--- config.mk ---
export PLATFORM = sky130hd
export DESIGN_NAME = hci_core_req_buffer
export DESIGN_NICKNAME = d
export VERILOG_FILES = /design/src/rtl/hci_core_req_buffer.sv
export SDC_FILE = /design/constraint.sdc
export NUM_CORES = 1
export LEC_CHECK = 0
export BUFFER_PORTS_ARGS = -buffer_cell sky130_fd_sc_hd__clkbuf_2
export CORE_UTILIZATION = 45
export CTS_CLUSTER_SIZE = 8
export DETAILED_ROUTE_END_ITERATION = 7
export GPL_ROUTABILITY_DRIVEN = 0
export PLACE_DENSITY_LB_ADDON = 0.05
export RECOVER_POWER = 50
export SETUP_SLACK_MARGIN = 0.05
export SLEW_MARGIN = 20
export SYNTH_ARGS = -nofsm -noshare
export SYNTH_HDL_FRONTEND = slang
export SYNTH_SLANG_ARGS = --single-unit
--- constraint.sdc ---
create_clock -name clk_i -period 3.25 [get_ports clk_i]
set_clock_uncertainty 0.05 [all_clocks]
set_input_delay 0.65 -clock clk_i [delete_from_list [all_inputs] [get_ports clk_i]]
set_output_delay 0.65 -clock clk_i [all_outputs]
set_load 0.005 [all_outputs]
--- src/rtl/hci_core_req_buffer.sv ---
// Request buffer between the load/store mixer and the memory interconnect.
// Requests are queued in a FIFO with no fall-through path and issued strictly
// in order. Loads are throttled once MAX_OUT of them are awaiting a response.
// Responses pass straight back upstream without storage.
module hci_core_req_buffer #(
  parameter int DW      = 32,
  parameter int AW      = 32,
  parameter int BW      = 8,
  parameter int WW      = 32,
  parameter int OW      = 1,
  parameter int DEPTH   = 4,
  parameter int MAX_OUT = 2
) (
  input  logic                    clk_i,
  input  logic                    rst_ni,
  input  logic                    clear_i,
  // upstream request side
  input  logic                    in_req_i,
  input  logic                    in_wen_i,
  input  logic                    in_lrdy_i,
  input  logic [AW-1:0]           in_add_i,
  input  logic [DW-1:0]           in_data_i,
  input  logic [DW/BW-1:0]        in_be_i,
  input  logic [DW/WW*OW-1:0]     in_boffs_i,
  output logic                    in_gnt_o,
  output logic                    in_r_valid_o,
  output logic                    in_r_opc_o,
  output logic [DW-1:0]           in_r_data_o,
  // downstream request side
  output logic                    out_req_o,
  output logic                    out_wen_o,
  output logic                    out_lrdy_o,
  output logic [AW-1:0]           out_add_o,
  output logic [DW-1:0]           out_data_o,
  output logic [DW/BW-1:0]        out_be_o,
  output logic [DW/WW*OW-1:0]     out_boffs_o,
  input  logic                    out_gnt_i,
  input  logic                    out_r_valid_i,
  input  logic                    out_r_opc_i,
  input  logic [DW-1:0]           out_r_data_i,
  // status
  output logic [$clog2(DEPTH+1)-1:0] occupancy_o,
  output logic                    resp_err_o
);

  localparam int BEW = DW / BW;
  localparam int BOW = DW / WW * OW;
  localparam int EW  = AW + 1 + BEW + DW + BOW;
  localparam int PW  = $clog2(DEPTH);
  localparam int CW  = $clog2(DEPTH + 1);
  localparam int OCW = $clog2(MAX_OUT + 1);
  // Bit position of the wen flag inside a packed {add, wen, be, data, boffs} entry
  localparam int WEN_BIT = BOW + DW + BEW;

  logic [EW-1:0]  fifo_mem [DEPTH];
  logic [PW-1:0]  wr_ptr_reg;
  logic [PW-1:0]  rd_ptr_reg;
  logic [CW-1:0]  count_reg;
  logic [OCW-1:0] outst_reg;
  logic           err_reg;

  logic [EW-1:0]  head_entry;
  logic           head_wen;
  logic           full;
  logic           empty;
  logic           throttled;
  logic           push;
  logic           pop;
  logic           load_pop;

  // Pointer advance with explicit wrap so non power-of-two depths work
  function automatic logic [PW-1:0] ptr_inc(input logic [PW-1:0] p);
    return (p == PW'(DEPTH - 1)) ? '0 : p + 1'b1;
  endfunction

  assign head_entry = fifo_mem[rd_ptr_reg];
  assign head_wen   = head_entry[WEN_BIT];
  assign full       = (count_reg == CW'(DEPTH));
  assign empty      = (count_reg == '0);
  assign throttled  = head_wen && (outst_reg == OCW'(MAX_OUT));

  // Grant depends only on occupancy; a same-cycle pop never frees a full FIFO
  assign in_gnt_o   = !full;
  assign out_req_o  = !empty && !throttled;
  assign push       = in_req_i && in_gnt_o && !clear_i;
  assign pop        = out_req_o && out_gnt_i && !clear_i;
  assign load_pop   = pop && head_wen;

  assign {out_add_o, out_wen_o, out_be_o, out_data_o, out_boffs_o} = head_entry;
  assign occupancy_o = count_reg;
  assign resp_err_o  = err_reg;

  // Responses and the lrdy hint bypass the buffer entirely
  assign in_r_valid_o = out_r_valid_i;
  assign in_r_opc_o   = out_r_opc_i;
  assign in_r_data_o  = out_r_data_i;
  assign out_lrdy_o   = in_lrdy_i;

  // Entry storage; contents are only meaningful between rd and wr pointers
  always_ff @(posedge clk_i) begin
    if (push) begin
      fifo_mem[wr_ptr_reg] <= {in_add_i, in_wen_i, in_be_i, in_data_i, in_boffs_i};
    end
  end

  // Read/write pointers and occupancy count
  always_ff @(posedge clk_i or negedge rst_ni) begin
    if (!rst_ni) begin
      wr_ptr_reg <= '0;
      rd_ptr_reg <= '0;
      count_reg  <= '0;
    end else if (clear_i) begin
      wr_ptr_reg <= '0;
      rd_ptr_reg <= '0;
      count_reg  <= '0;
    end else begin
      if (push) wr_ptr_reg <= ptr_inc(wr_ptr_reg);
      if (pop)  rd_ptr_reg <= ptr_inc(rd_ptr_reg);
      case ({push, pop})
        2'b10:   count_reg <= count_reg + 1'b1;
        2'b01:   count_reg <= count_reg - 1'b1;
        default: count_reg <= count_reg;
      endcase
    end
  end

  // Outstanding-load counter and sticky flag for responses nobody asked for
  always_ff @(posedge clk_i or negedge rst_ni) begin
    if (!rst_ni) begin
      outst_reg <= '0;
      err_reg   <= 1'b0;
    end else if (clear_i) begin
      outst_reg <= '0;
      err_reg   <= 1'b0;
    end else if (load_pop && !out_r_valid_i) begin
      outst_reg <= outst_reg + 1'b1;
    end else if (!load_pop && out_r_valid_i) begin
      if (outst_reg == '0) begin
        err_reg <= 1'b1;
      end else begin
        outst_reg <= outst_reg - 1'b1;
      end
    end
  end

endmodule

==> metrics <==
status=finished, final reports clean; commonest non-fill, non-tap cells in the layout=280 x edfxtp_1, 79 x clkbuf_1, 79 x clkbuf_2; Syn Nets=594; Crit. End Element=output pin; vias in the first global route=5588; number of routed nets with antenna violations=0; Max FO, Critical Path=58; Post-Route WL=20250 um; slowest CP cell=dfrtp_4; reg2reg path depth=5; leakage power total=4.233 nW; # rows=56; grt total ovfl=0; register area share after synthesis=0.7835; register bit total from synthesis=290; Max Slew Vio Count=0; drc violations=0; die height=158.7 um; Final setup viols=0; worst setup margin=0.2378 ns; worst-case headroom to the max-slew limit=0.1353; IO Pins=221; Synth cell types=37; first-pass GRT wire length=31170 um; Vias/cell=5.291; worst slew pin tran=1.297 ns; minimum clock period=3.012 ns; share of post-route cells with drive strength above 1=0.3323; PortBufs=152; f_max=332.0 MHz; CTS Sinks=290; CP cell instances=buf_16, mux4_2, clkbuf_2; Hold Vio Cnt, Final=0; area grow syn2layout=18.12%; Reg with most FFs=fifo_mem; WHS Path Cells=1; FFs w/ async S/R, synth=0.03448; HPWL Detailed=11810 um; post-CTS setup buffer count=0; Arrival @ worst endpoint=2.31 ns; max reg flops=280; CTS tree=yes; Worst Setup Start Kind=flip-flop; fin crit share=0.9268; clk_lat worst skew=0.49 ns; commonest non-fill, non-tap cell in the layout=edfxtp_1; Final nets=750; CP required=2.55 ns; Yosys warning total=0; RSZ-0062 raised after global routing=no; number of flops mapped to enable cells by yosys=280; HP Class=in2reg; CP startpoint=rd_ptr_reg[0]; Die W=158.7 um; WL per Instance=21.10 um; Vias=5079; Pre-antenna DRT Iters=4; max-cap violations=0; hold path startpoint=in_add_i[5]; Inserted Diodes=0; Reg2Reg Setup Slack=0.32 ns; pin count of the biggest net entering global routing=71; 1st-iter DRT viols=261; Syn Std Cell Area=0.01105 sq mm; worst r2r src=occupancy_o[0]; clock tree buffer depth=3; RR Endpoint=fifo_mem[0][69]; antenna violations before repair=1; pre-CTS setup slack=0.4689 ns; setup TNS=0 ns; Initial Util=0.4652; H-tree levels=2; slowest stage delay, CP=0.62 ns; synthesized area per cell=23.07 sq um; pwr dens=774.2 mW/mm^2; Gate Count Post-Synth=479; WS Path Type=reg2out; Top FF cell, synth=edfxtp_1; die area=0.02519 sq mm; VDD IR-drop max=456.1 uV; Critical path destination=out_add_o[20]; clock-pin transition on the worst setup and hold timing paths=0.05 ns; Tot GR Track Use=0.1642; CTS buffer count=42; CTS root buffer=clkbuf_16; core area=0.02375 sq mm
## layout make-up
cell class / count / area [sq um]
clock buffer: 48 / 1074
tap: 319 / 399.1
multi-input combinational: 134 / 2033
sequential: 290 / 8666
inverter: 3 / 11.26
fill: 1871 / 10700
timing repair buffer: 164 / 844.6
clock inverter: 2 / 25.02
## where the power goes
part           switching [W]  leakage (nW)  internal, W
clock                0.00136         0.536      0.00228
combinational       0.000928          1.03      0.00105
sequential          0.000136          2.67      0.00435
## worst min-delay path by stage
stage                      end  slack (ns)
2_1_floorplan   occupancy_o[0]        0.30
3_3_place_gp        resp_err_o        0.43
3_5_place_dp        resp_err_o        0.45
4_1_cts        fifo_mem[2][43]        0.29
5_1_grt        fifo_mem[2][49]        0.35
6_report       fifo_mem[2][43]        0.34
## critical path: cells and delay by family, from the launching register on
family / cells / cell delay [ns]
buffers and inverters: 2 / 0.58
DFF: 1 / 0.62
muxes: 1 / 0.57
## cells by family after synthesis
group | Yosys count | share of synthesized area
buffers and inverters | 55 | 0.03193
and+or+nand+nor | 39 | 0.02061
AOI/OAI and AO/OA | 17 | 0.01132
muxes | 70 | 0.1427
DFF | 290 | 0.7835
adders and majority gates | 5 | 0.006341
xor gates and xnor gates | 3 | 0.003623
## through the flow
step	hold slack [ns]	power (W)	util	cell area [sq um]	instances
after floorplan	0.3044	0.005829	-	11050	479
after global placement	0.4334	0.006573	0.5071	12040	909
after detailed placement	0.4528	0.006596	0.5071	12040	909
after CTS	0.2912	0.01028	0.5537	13150	960
after global routing	0.3517	0.01055	0.5495	13050	960
final	0.3432	0.01010	0.5495	13050	960
## per-layer routing
layer  routed length (um)  share of wire  track usage  up-vias
met5                   13        0.00064            0        -
met3                 1417          0.070      0.04859       65
met1                 7899           0.39       0.1942     2597
met4                  546          0.027      0.06355        2
li1                     -              -            -     2265
met2                10370           0.51       0.2819      150
## cell usage after synthesis (4+ instances only)
| cell | instances | share of area |
|---|---|---|
| edfxtp_1 | 280 | 0.76 |
| mux4_2 | 70 | 0.14 |
| buf_4 | 35 | 0.024 |
| clkbuf_1 | 10 | 0.0034 |
| dfrtp_1 | 10 | 0.023 |
| nor2_1 | 8 | 0.0027 |
| buf_2 | 6 | 0.0027 |
| nand2_1 | 6 | 0.0020 |
| a21oi_1 | 5 | 0.0023 |
| and2_1 | 5 | 0.0028 |
| ha_1 | 4 | 0.0045 |
## what timing repair did
item                                    4_1_cts  5_1_grt
resized for setup                             0        1
hold endpoints to repair                     10        0
endpoints found under the setup margin        0        5
hold buffers                                  1        0
Note: power is estimated with default switching activity, not from simulation.
